## src/rtl/seq_div_pkg.sv

```systemverilog
// Shared types and constants for the sequential shift-subtract divider.
package seq_div_pkg;

  localparam int unsigned DIV_WIDTH = 32;

  // Quotient reported for a zero divisor.
  localparam logic [DIV_WIDTH-1:0] DIV_ZERO_QUO = '1;

  typedef enum logic [1:0] {
    IDLE = 2'd0,
    RUN  = 2'd1,
    DONE = 2'd2
  } state_e;

endpackage

```

## src/rtl/div_step.sv

```systemverilog
// One restoring-division iteration: shift {rem,quo} left, conditionally subtract divisor.
module div_step #(
  parameter int unsigned WIDTH = 32
) (
  input  logic [WIDTH-1:0] rem_i,
  input  logic [WIDTH-1:0] quo_i,
  input  logic [WIDTH-1:0] divisor_i,
  output logic [WIDTH-1:0] rem_o,
  output logic [WIDTH-1:0] quo_o
);

  logic [WIDTH:0] rem_sh;
  logic [WIDTH:0] diff;
  logic           ge;

  // Compare on WIDTH+1 bits so a shifted-out remainder MSB is not lost.
  always_comb begin
    rem_sh = {rem_i, quo_i[WIDTH-1]};
    diff   = rem_sh - {1'b0, divisor_i};
    ge     = (rem_sh >= {1'b0, divisor_i});
    rem_o  = WIDTH'(ge ? diff : rem_sh);
    quo_o  = {quo_i[WIDTH-2:0], ge};
  end

endmodule

```

## src/rtl/seq_divider.sv

```systemverilog
// Multi-cycle divider producing {remainder, quotient} on DivAns with a one-cycle done pulse.
// Optional signed division is enabled by defining SEQ_DIV_SIGNED_EN.
module seq_divider
  import seq_div_pkg::*;
#(
  parameter int unsigned WIDTH = DIV_WIDTH
) (
  input  logic               clk,
  input  logic               reset,
  input  logic               start,
  input  logic [WIDTH-1:0]   dividend,
  input  logic [WIDTH-1:0]   divisor,
`ifdef SEQ_DIV_SIGNED_EN
  input  logic               div_signed,
`endif
  output logic               busy,
  output logic               done,
  output logic               div_zero,
  output logic [2*WIDTH-1:0] DivAns
);

  localparam int unsigned CNT_W = $clog2(WIDTH) + 1;
  localparam logic [CNT_W-1:0] LAST_CNT = CNT_W'(WIDTH - 1);

  state_e             state_q, state_d;
  logic [CNT_W-1:0]   cnt_q, cnt_d;
  logic [WIDTH-1:0]   rem_q, rem_d;
  logic [WIDTH-1:0]   quo_q, quo_d;
  logic [WIDTH-1:0]   dvs_q, dvs_d;
  logic               zero_q, zero_d;
  logic               neg_q, neg_d;
  logic               rneg_q, rneg_d;
  logic               busy_q, busy_d;
  logic               done_q, done_d;
  logic               div_zero_q, div_zero_d;
  logic [2*WIDTH-1:0] ans_q, ans_d;

  logic [WIDTH-1:0]   step_rem, step_quo;
  logic [WIDTH-1:0]   dnd_mag, dvs_mag;
  logic               quo_negate, rem_negate;

  div_step #(.WIDTH(WIDTH)) u_step (
    .rem_i     (rem_q),
    .quo_i     (quo_q),
    .divisor_i (dvs_q),
    .rem_o     (step_rem),
    .quo_o     (step_quo)
  );

`ifdef SEQ_DIV_SIGNED_EN
  always_comb begin
    dnd_mag    = (div_signed && dividend[WIDTH-1]) ? -dividend : dividend;
    dvs_mag    = (div_signed && divisor[WIDTH-1])  ? -divisor  : divisor;
    quo_negate = div_signed && (dividend[WIDTH-1] ^ divisor[WIDTH-1]);
    rem_negate = div_signed && dividend[WIDTH-1];
  end
`else
  always_comb begin
    dnd_mag    = dividend;
    dvs_mag    = divisor;
    quo_negate = 1'b0;
    rem_negate = 1'b0;
  end
`endif

  always_comb begin
    state_d    = state_q;
    cnt_d      = cnt_q;
    rem_d      = rem_q;
    quo_d      = quo_q;
    dvs_d      = dvs_q;
    zero_d     = zero_q;
    neg_d      = neg_q;
    rneg_d     = rneg_q;
    busy_d     = busy_q;
    done_d     = 1'b0;
    div_zero_d = div_zero_q;
    ans_d      = ans_q;
    unique case (state_q)
      IDLE: begin
        if (start) begin
          busy_d = 1'b1;
          cnt_d  = '0;
          dvs_d  = dvs_mag;
          if (divisor == '0) begin
            // Zero divisor bypasses the core; sign fix is suppressed so raw bits survive.
            zero_d  = 1'b1;
            neg_d   = 1'b0;
            rneg_d  = 1'b0;
            rem_d   = dividend;
            quo_d   = '1;
            state_d = DONE;
          end else begin
            zero_d  = 1'b0;
            neg_d   = quo_negate;
            rneg_d  = rem_negate;
            rem_d   = '0;
            quo_d   = dnd_mag;
            state_d = RUN;
          end
        end
      end
      RUN: begin
        rem_d = step_rem;
        quo_d = step_quo;
        cnt_d = cnt_q + CNT_W'(1);
        if (cnt_q == LAST_CNT) state_d = DONE;
      end
      DONE: begin
        done_d     = 1'b1;
        busy_d     = 1'b0;
        div_zero_d = zero_q;
        ans_d      = {(rneg_q ? -rem_q : rem_q), (neg_q ? -quo_q : quo_q)};
        state_d    = IDLE;
      end
      default: begin
        busy_d  = 1'b0;
        state_d = IDLE;
      end
    endcase
  end

  always_ff @(posedge clk) begin
    if (!reset) begin
      state_q    <= IDLE;
      cnt_q      <= '0;
      rem_q      <= '0;
      quo_q      <= '0;
      dvs_q      <= '0;
      zero_q     <= 1'b0;
      neg_q      <= 1'b0;
      rneg_q     <= 1'b0;
      busy_q     <= 1'b0;
      done_q     <= 1'b0;
      div_zero_q <= 1'b0;
      ans_q      <= '0;
    end else begin
      state_q    <= state_d;
      cnt_q      <= cnt_d;
      rem_q      <= rem_d;
      quo_q      <= quo_d;
      dvs_q      <= dvs_d;
      zero_q     <= zero_d;
      neg_q      <= neg_d;
      rneg_q     <= rneg_d;
      busy_q     <= busy_d;
      done_q     <= done_d;
      div_zero_q <= div_zero_d;
      ans_q      <= ans_d;
    end
  end

  assign busy     = busy_q;
  assign done     = done_q;
  assign div_zero = div_zero_q;
  assign DivAns   = ans_q;

endmodule

```

## config.mk

```make
export PLATFORM = sky130hd
export DESIGN_NAME = seq_divider
export DESIGN_NICKNAME = d
export VERILOG_FILES = /design/src/rtl/seq_div_pkg.sv /design/src/rtl/div_step.sv /design/src/rtl/seq_divider.sv
export SDC_FILE = /design/constraint.sdc
export NUM_CORES = 1
export LEC_CHECK = 0
export ABC_AREA = 1
export CORE_ASPECT_RATIO = 0.6
export CORE_UTILIZATION = 41
export DETAILED_ROUTE_END_ITERATION = 6
export SYNTH_ARGS = -nofsm -noshare
export SYNTH_HDL_FRONTEND = slang
export SYNTH_SLANG_ARGS = --single-unit
```

## constraint.sdc

```tcl
create_clock -name clk -period 4.6 [get_ports clk]
set_input_delay 1.38 -clock clk [delete_from_list [all_inputs] [get_ports clk]]
set_output_delay 1.38 -clock clk [all_outputs]
set_load 0.05 [all_outputs]
```

Word-level counts from Yosys, hierarchy flattened
Index checks and enable logic that the tools add are counted.
W data, S select, Z words.
Word-level totals
  ROM bits: 0
  output and inout bits: 67
  memories: 0
  bits of input ports: 67
  bits in latches: 0
  memory bits (writable): 0
  bits in registers: 172
Operators by class
  divide/modulo/power cells: 0
  mux-type cells: 17
  shift-type cells: 0
  reduce and logical (&&, ||, !) cells: 7
  equal/unequal tests: 5
  magnitude comparators: 1
  add/sub/neg operators: 2
  multipliers: 0
  bitwise gates (word level): 1
Operator list (number)
  $mux W32: 5
  $pmux W32 S2: 2
  $ge A33 B32 Y1: 1
  $logic_not A32 Y1: 1
  $sub A32 B32 Y32: 1
  $pmux W6 S2: 1
  $reduce_and A2 Y1: 4
  $add A6 B1 Y6 const B: 1
  $eq A6 B5 Y1 const B: 1
  $mux W2: 3
  $mux W6: 1
  $ne A2 B2 Y1 const B: 2
  $pmux W2 S2: 1
  $mux W1: 3
  $eq A2 B1 Y1 const B: 1
  $eq A2 B2 Y1 const B: 1
  $logic_not A2 Y1: 1
  $pmux W1 S2: 1
  $reduce_bool A2 Y1: 1
  $not A1 Y1: 1

Longest topological paths before layout
Gate-level depths: netlist (run 1).
  word-level depth: 4
  gate-level depth with buffers: 16
  mapped depth without buffers: 16

By module
Synthesis (run 1) repeated with hierarchy kept, for this count alone.
Unflattened totals
  cells, all modules: 1622
  area total of the unflattened synthesis: 10333.7 sq um
By module, submodules not included
  seq_divider: cells each 938, area each 6904.1 sq um, instances 1
  div_step: cells each 684, area each 3429.5 sq um, instances 1

Worst setup path before layout (run 1)
Ideal clock, no wire load.
  path type: input port to flip-flop
  start: input divisor[20]
  end: register rem_q[18]
  path slack: 1.990 ns
  arrival: 2.544 ns
  cell stages on the path: 10
  setup time: 0.066 ns
  path buffers: 1
  cell sequence: inv_1 nand4_1 nor3_1 nand3_1 nor2_2 nand2_1 nand2_2 buf_2 o21ai_0 a21oi_2
Between the ends
  cells in the longest elaborated chain, start to end: 4
RTL lines
  from (decl): RTL line seq_divider.sv:12  | input logic [WIDTH-1:0] divisor,
  $logic_not A32 Y1: RTL line seq_divider.sv:85  | if (divisor == '0) begin
  $mux W32: RTL line seq_divider.sv:85
  $mux W32: RTL line seq_divider.sv:81  | if (start) begin
  $pmux W32 S2: RTL line seq_divider.sv:79  | unique case (state_q)
  to (signal assigned): RTL line seq_divider.sv:140  | rem_q <= rem_d;
  to (decl): RTL line seq_divider.sv:27  | logic [WIDTH-1:0] rem_q, rem_d;
No other way between the ends. The select of a mux whose other input is x is not followed.
A chain may end at the register's enable or synchronous reset.

Final worst setup path (run 1)
  start: input divisor[25]
  end: register quo_q[11]
Between the ends
  cells in the longest elaborated chain, start to end: 4
RTL lines
  $logic_not A32 Y1: RTL line seq_divider.sv:85
  $mux W32: RTL line seq_divider.sv:85
  $mux W32: RTL line seq_divider.sv:81
  $pmux W32 S2: RTL line seq_divider.sv:79
  to (signal assigned): RTL line seq_divider.sv:141  | quo_q <= quo_d;
  to (decl): RTL line seq_divider.sv:28  | logic [WIDTH-1:0] quo_q, quo_d;
No other way between the ends. The select of a mux whose other input is x is not followed.

==> results.yml, run 1 <==
cells_and_area:
  syn_to_final_growth_pct: 21.5
  drive_gt1_frac: 0.0949
  num-fill-cells: 2352
  post-route-cell-area_mm2: 0.0120
  finalNetCount: 1627
  final-instance-count-excl-fill: 1855
cts:
  cts_made_buffers: 17
  cts_max_level: 4
  clock_sinks: 172
  clockRootBuffer: "clkbuf_16"
  tritoncts: "built"
  clock_latency_ns: 0.44
  path_clk_slew_ns: 0.07
  cts_setup_buffers: 0
  cts_resized: 0
  holdBufCountCts: 0
  cts_buffer_depth: 2
drt:
  routed_via_density: 5.19
  dr_total_vias: 9626
  drc: 0
  ant_nets: 0
  drt-initial-drc-count: 958
  wl_per_cell_um: 16.8
  dr.pass1.iters: 6
  drt_wl_total_um: 31200
timing:
  setup_slack_ns: 0.207
  finalMaxSlewViolations: 2
  max_freq_mhz: 228
  period_share: 0.955
  setup_viol: 0
  min_period_ns: 4.39
  relSlewSlack: -0.00800
  worst_pin_slew_ns: 1.50
  hold_viol_final: 0
  grt_setup_unrepaired: "false"
  worst_clock_skew_ns: 0.00910
power_and_ir_drop:
  p_leak_uw: 0.00540
  ir_drop_uv: 330
  pwr-share-clk: 0.276
  p_comb_frac: 0.403
  power_density_mw_per_mm2: 454
  power.internal_uw: 3180
  seqPwrFrac: 0.321
  switching_share: 0.415
  p_sw_uw: 2260
setup_path:
  cp-start-kind: "input pin"
  critPathMaxFanout: 33
  critPathLaunch: "divisor[25]"
  critPathSlowestCell: "nor4_1"
  critical_path_required_ns: 4.97
  critPathCaptureType: "flop"
  reg2reg_slack_ns: 1.90
  crit_type: "input pin to flop"
  critPathMaxStageDelay_ns: 1.24
  cp.arrival_ns: 4.76
  crit_chain: "clkdlybuf4s50_1 > nor4_1 > nand4_1 > nor2_2 > nand2_1 > nand2_2 > inv_2 > a21oi_1"
  critical_path.reg2reg.startpoint: "rem_q[22]"
floorplanning:
  pin_count: 134
  die_area_mm2: 0.0247
  start_util: 0.422
  rows: 43
  die_w_um: 202
  die_y_um: 122
  core-area_mm2: 0.0233
synth:
  synth_ff_type: "dfxtp_1"
  synthAdderAreaFrac: 0.0439
  ys_async_sr_fraction: 0
  synthSimpleGateAreaFrac: 0.269
  ys_ff_latch: 172
  syn_avg_cell_area_um2: 6.88
  synth_xor_area_frac: 0.0133
  netlist_area_mm2: 0.00985
  yosysWarnings: 0
  synthMuxAreaShare: 0.0183
  synth_cell_types: 42
  synth_compound_area_frac: 0.196
  synth_top_family_by_area: "simple AND/OR/NAND/NOR gates"
  synth_seq_area_share: 0.350
  synthCells: 1431
  synth-edff-count: 0
  synth_nets: 1532
min_path:
  hp-class: "flop to flop"
  hold_start: "busy"
grt:
  grt_antenna_before_repair: 1
  grt_pass1_vias: 8718
  grt_pass1_wl_um: 49100
  grt_overflow: 0
  grt_util_all_layers: 0.258
  grt_max_degree: 79
placed_design:
  place_ws_ns: -0.0295
  port-buffer-count: 133
  placed_area_mm2: 0.0114
  place_hpwl_um: 23400
  post-place-cells: 1822
  gp_congestion: 0.953
status:
  failed_checks: "capacitance limit, slew limit"
  status: "complete, but fails checks"
run:
  maxCapViolCount: 2
## logic make-up after synthesis
kind of cell / Yosys count
compound gates: 354
simple gates: 567
mux: 18
flops: 172
buf+inv: 271
xor+xnor: 15
fa+ha+maj: 34
## stage by stage
step | total power, uW | TNS [ns] | util | hold WS [ns]
global route | 5770 | 0 | 0.512 | 0.474
CTS | 5420 | 0 | 0.512 | 0.458
finish | 5430 | 0 | 0.512 | 0.456
floorplan | 3360 | 0 | - | 0.431
global placement | 3900 | 0 | 0.487 | 0.446
detailed placement | 3920 | -0.121 | 0.487 | 0.447
## final timing paths
kind,cells past startpoint,to
hold reg to reg,2,busy
hold / removal,2,busy
setup reg to reg,12,rem_q[4]
setup / recovery,8,quo_q[11]
## layout by cell type (no fill, tap or decap), types with 9 or more instances in the layout
cell	instances
o221ai_1	13
ha_1	33
o21ai_0	185
buf_4	12
clkdlybuf4s50_1	132
inv_2	9
nand4_1	10
nand2_2	13
nand3_2	38
nand2_1	282
a21oi_2	22
xnor2_1	13
nand3_1	49
dfxtp_1	172
clkbuf_16	17
a21oi_1	123
inv_1	192
mux2i_1	18
nor2_1	135
## cells in the mapped netlist (13+ instances only)
cell / count / area share
mux2i_1: 18 / 0.018
inv_1: 192 / 0.073
nand3_2: 38 / 0.039
nand2_1: 283 / 0.11
a21oi_2: 22 / 0.020
ha_1: 33 / 0.042
nor2_1: 136 / 0.052
nand3_1: 49 / 0.025
o221ai_1: 13 / 0.012
o21ai_0: 185 / 0.094
a21oi_1: 123 / 0.062
clkbuf_1: 48 / 0.018
dfxtp_1: 172 / 0.35
xnor2_1: 13 / 0.012
## state kept, by name, summed over array words and instances, names as in the netlist
register and count:
rem_q 32, dvs_q 32, div_zero 1, quo_q 32, state_q 2, done 1, DivAns 64, cnt_q 6
busy 1, zero_q 1
## routing by layer
layer  part of all wire  GRT usage  routed length [um]  vias up
met5                  0          0                   0        -
met4             0.0095     0.0587                 296        0
met3              0.071     0.0540                2200       27
met2               0.39      0.363               12300      351
met1               0.53      0.396               16400     4409
li1                   -          -                   -     4839
## power by group through the flow
stage	combinational, uW	clock [uW]	sequential, uW
after floorplan	1500	0	1860
after global routing	2410	1590	1760
after global placement	2120	0	1780
after CTS	2160	1520	1740
final	2190	1500	1740
after detailed placement	2150	0	1770
## worst max-delay path: cells and delay by family
kind / cells / cell delay (ns)
buffers and inverters: 2 / 0.72
AOI/OAI and AO/OA: 1 / 0.20
and+or+nand+nor: 5 / 2.44
## layout make-up
cell class / count / area, um2 / share of cell area
multi-input cells: 988 / 5340 / 0.446
diodes: 1 / 2.50 / 0.000209
repair buffers: 145 / 1430 / 0.120
clock inverters: 14 / 161 / 0.0135
well taps: 315 / 394 / 0.0329
clock buffers: 18 / 439 / 0.0367
flip-flops and latches: 172 / 3440 / 0.288
inverters: 202 / 758 / 0.0634
Note: power is estimated with default switching activity, not from simulation.
==> run 2: changes to the inputs <==
Settings changed: PLACE_DENSITY from default to 0.62.
==> run 2 against run 1 <==
Cell area decreased by 0.29%. Global-route usage decreased by 0.60 points. Register-to-register slack about the same. Non-clock buffer count decreased by 1. Combinational power about the same. Via count unchanged. Critical path type unchanged. Wire length decreased by 1.2%. The run now ends clean. Clock-buffer cell count increased by 3. Die area unchanged. Sequential power about the same. Worst setup slack improved by 0.12 ns.
==> results.yml, run 2 (same netlist as run 1, synthesis figures left out) <==
grt:
  grt_util_all_layers: 0.252
  grt_antenna_before_repair: 0
  grtUsageMet3: 0.0484
  use_met1: 0.391
  grt_pass1_wl_um: 48300
  grt_overflow: 0
  top_usage_layer: "met1"
  grt_pass1_vias: 8674
  met2_usage: 0.358
  grt_max_degree: 96
drt:
  drt_wl_total_um: 30800
  routed_via_density: 5.20
  dr_total_vias: 9626
  dr.pass1.iters: 5
  drt-initial-drc-count: 878
  drc: 0
  wl_per_cell_um: 16.6
  ant_nets: 0
setup_path:
  cp-start-kind: "input pin"
  crit_chain: "clkdlybuf4s50_1 > nor4_1 > nand4_1 > nor2_2 > nand2_1 > nand2_2 > inv_2 > a21oi_1"
  critPathMaxStageDelay_ns: 1.13
  crit_buf_inv: 2
  critical_path_required_ns: 4.96
  critPathCaptureType: "flop"
  critPathMaxFanout: 33
  cp.arrival_ns: 4.64
  critPathSlowestCell: "nor4_1"
  cpLargestDelayFamily: "simple AND/OR/NAND/NOR gates"
  crit_type: "input pin to flop"
timing:
  grt_setup_unrepaired: "false"
  max_freq_mhz: 234
  setup_viol: 0
  min_period_ns: 4.28
  fin_tns_setup_ns: 0
  period_share: 0.929
  worst_pin_slew_ns: 1.36
  hold_viol_final: 0
  finalMaxSlewViolations: 0
  relSlewSlack: 0.0865
  setup_slack_ns: 0.325
  worst_clock_skew_ns: 0.00724
placed_design:
  gp_congestion: 0.947
  place_ws_ns: 0.137
  port-buffer-count: 133
  place_hpwl_um: 23100
cts:
  holdBufCountCts: 0
  clock_latency_ns: 0.44
  clock_sinks: 172
  cts_buffer_depth: 2
  cts_max_level: 4
  cts_resized: 0
  path_clk_slew_ns: 0.06
  cts_setup_buffers: 0
  clockRootBuffer: "clkbuf_16"
  cts_made_buffers: 17
  tritoncts: "built"
cells_and_area:
  mostFrequentLayoutCells: "nand2_1 (282), inv_1 (192), o21ai_0 (185)"
  drive_gt1_frac: 0.0924
  antenna_cells: 0
  largest_reg_flops: 64
  finalNetCount: 1626
  syn_to_final_growth_pct: 21.1
  layout_commonest_cell: "nand2_1"
floorplanning:
  pin_count: 134
  start_util: 0.422
  die_w_um: 202
  die_y_um: 122
  core-area_mm2: 0.0233
  rows: 43
  die_area_mm2: 0.0247
min_path:
  hp-class: "flop to flop"
power_and_ir_drop:
  power_density_mw_per_mm2: 450
  ir_drop_uv: 313
  p_leak_uw: 0.00539
status:
  status: "completed"
run:
  maxCapViolCount: 0
==> run 2: per-layer routing <==
layer | routed length, um | part of all wire
met2 | 12200 | 0.40
met4 | 218 | 0.0071
met1 | 16200 | 0.53
met5 | 0 | 0
met3 | 2160 | 0.070
==> run 2: through the flow <==
step | utilization | area [um2] | power (uW) | instances | hold slack, ns
4_1_cts | 0.511 | 11900 | 5360 | 1852 | 0.463
2_1_floorplan | - | 9850 | 3360 | 1431 | 0.431
3_5_place_dp | 0.486 | 11400 | 3900 | 1821 | 0.453
5_1_grt | 0.511 | 11900 | 5700 | 1852 | 0.482
6_report | 0.511 | 11900 | 5360 | 1852 | 0.460
3_3_place_gp | 0.486 | 11400 | 3880 | 1821 | 0.443
==> run 2: power by group <==
part           switching [uW]  internal, uW  leakage, uW  total (uW)
Clock                     623           826     0.000276        1450
Combinational            1450           718      0.00370        2170
Sequential                112          1630      0.00141        1740
Total                    2190          3180      0.00539        5360
==> run 2: worst register-to-register path: cells and delay by family, from the launching register on <==
kind / cells / cell delay (ns)
and+or+nand+nor: 6 / 1.29
AOI/OAI and AO/OA: 3 / 0.59
DFF: 1 / 0.43
adders and majority gates: 1 / 0.32
==> run 2: area by class of cell <==
type                    instances  area, um2
fillers                      2388      11400
multi-input cells             988       5340
flip-flops and latches        172       3440
repair buffers                144       1420
inverters                     202        758
clock buffers                  21        460
well taps                     315        394
clock inverters                10        115
==> run 2: worst paths after layout <==
| path | end | cells after the start | from | slack (ns) |
|---|---|---|---|---|
| setup reg to reg | rem_q[23] | 10 | rem_q[27] | 1.90 |
| hold reg to reg | dvs_q[27] | 2 | dvs_q[27] | 0.46 |
| hold / removal | dvs_q[27] | 2 | dvs_q[27] | 0.46 |
| setup / recovery | quo_q[12] | 8 | divisor[21] | 0.32 |
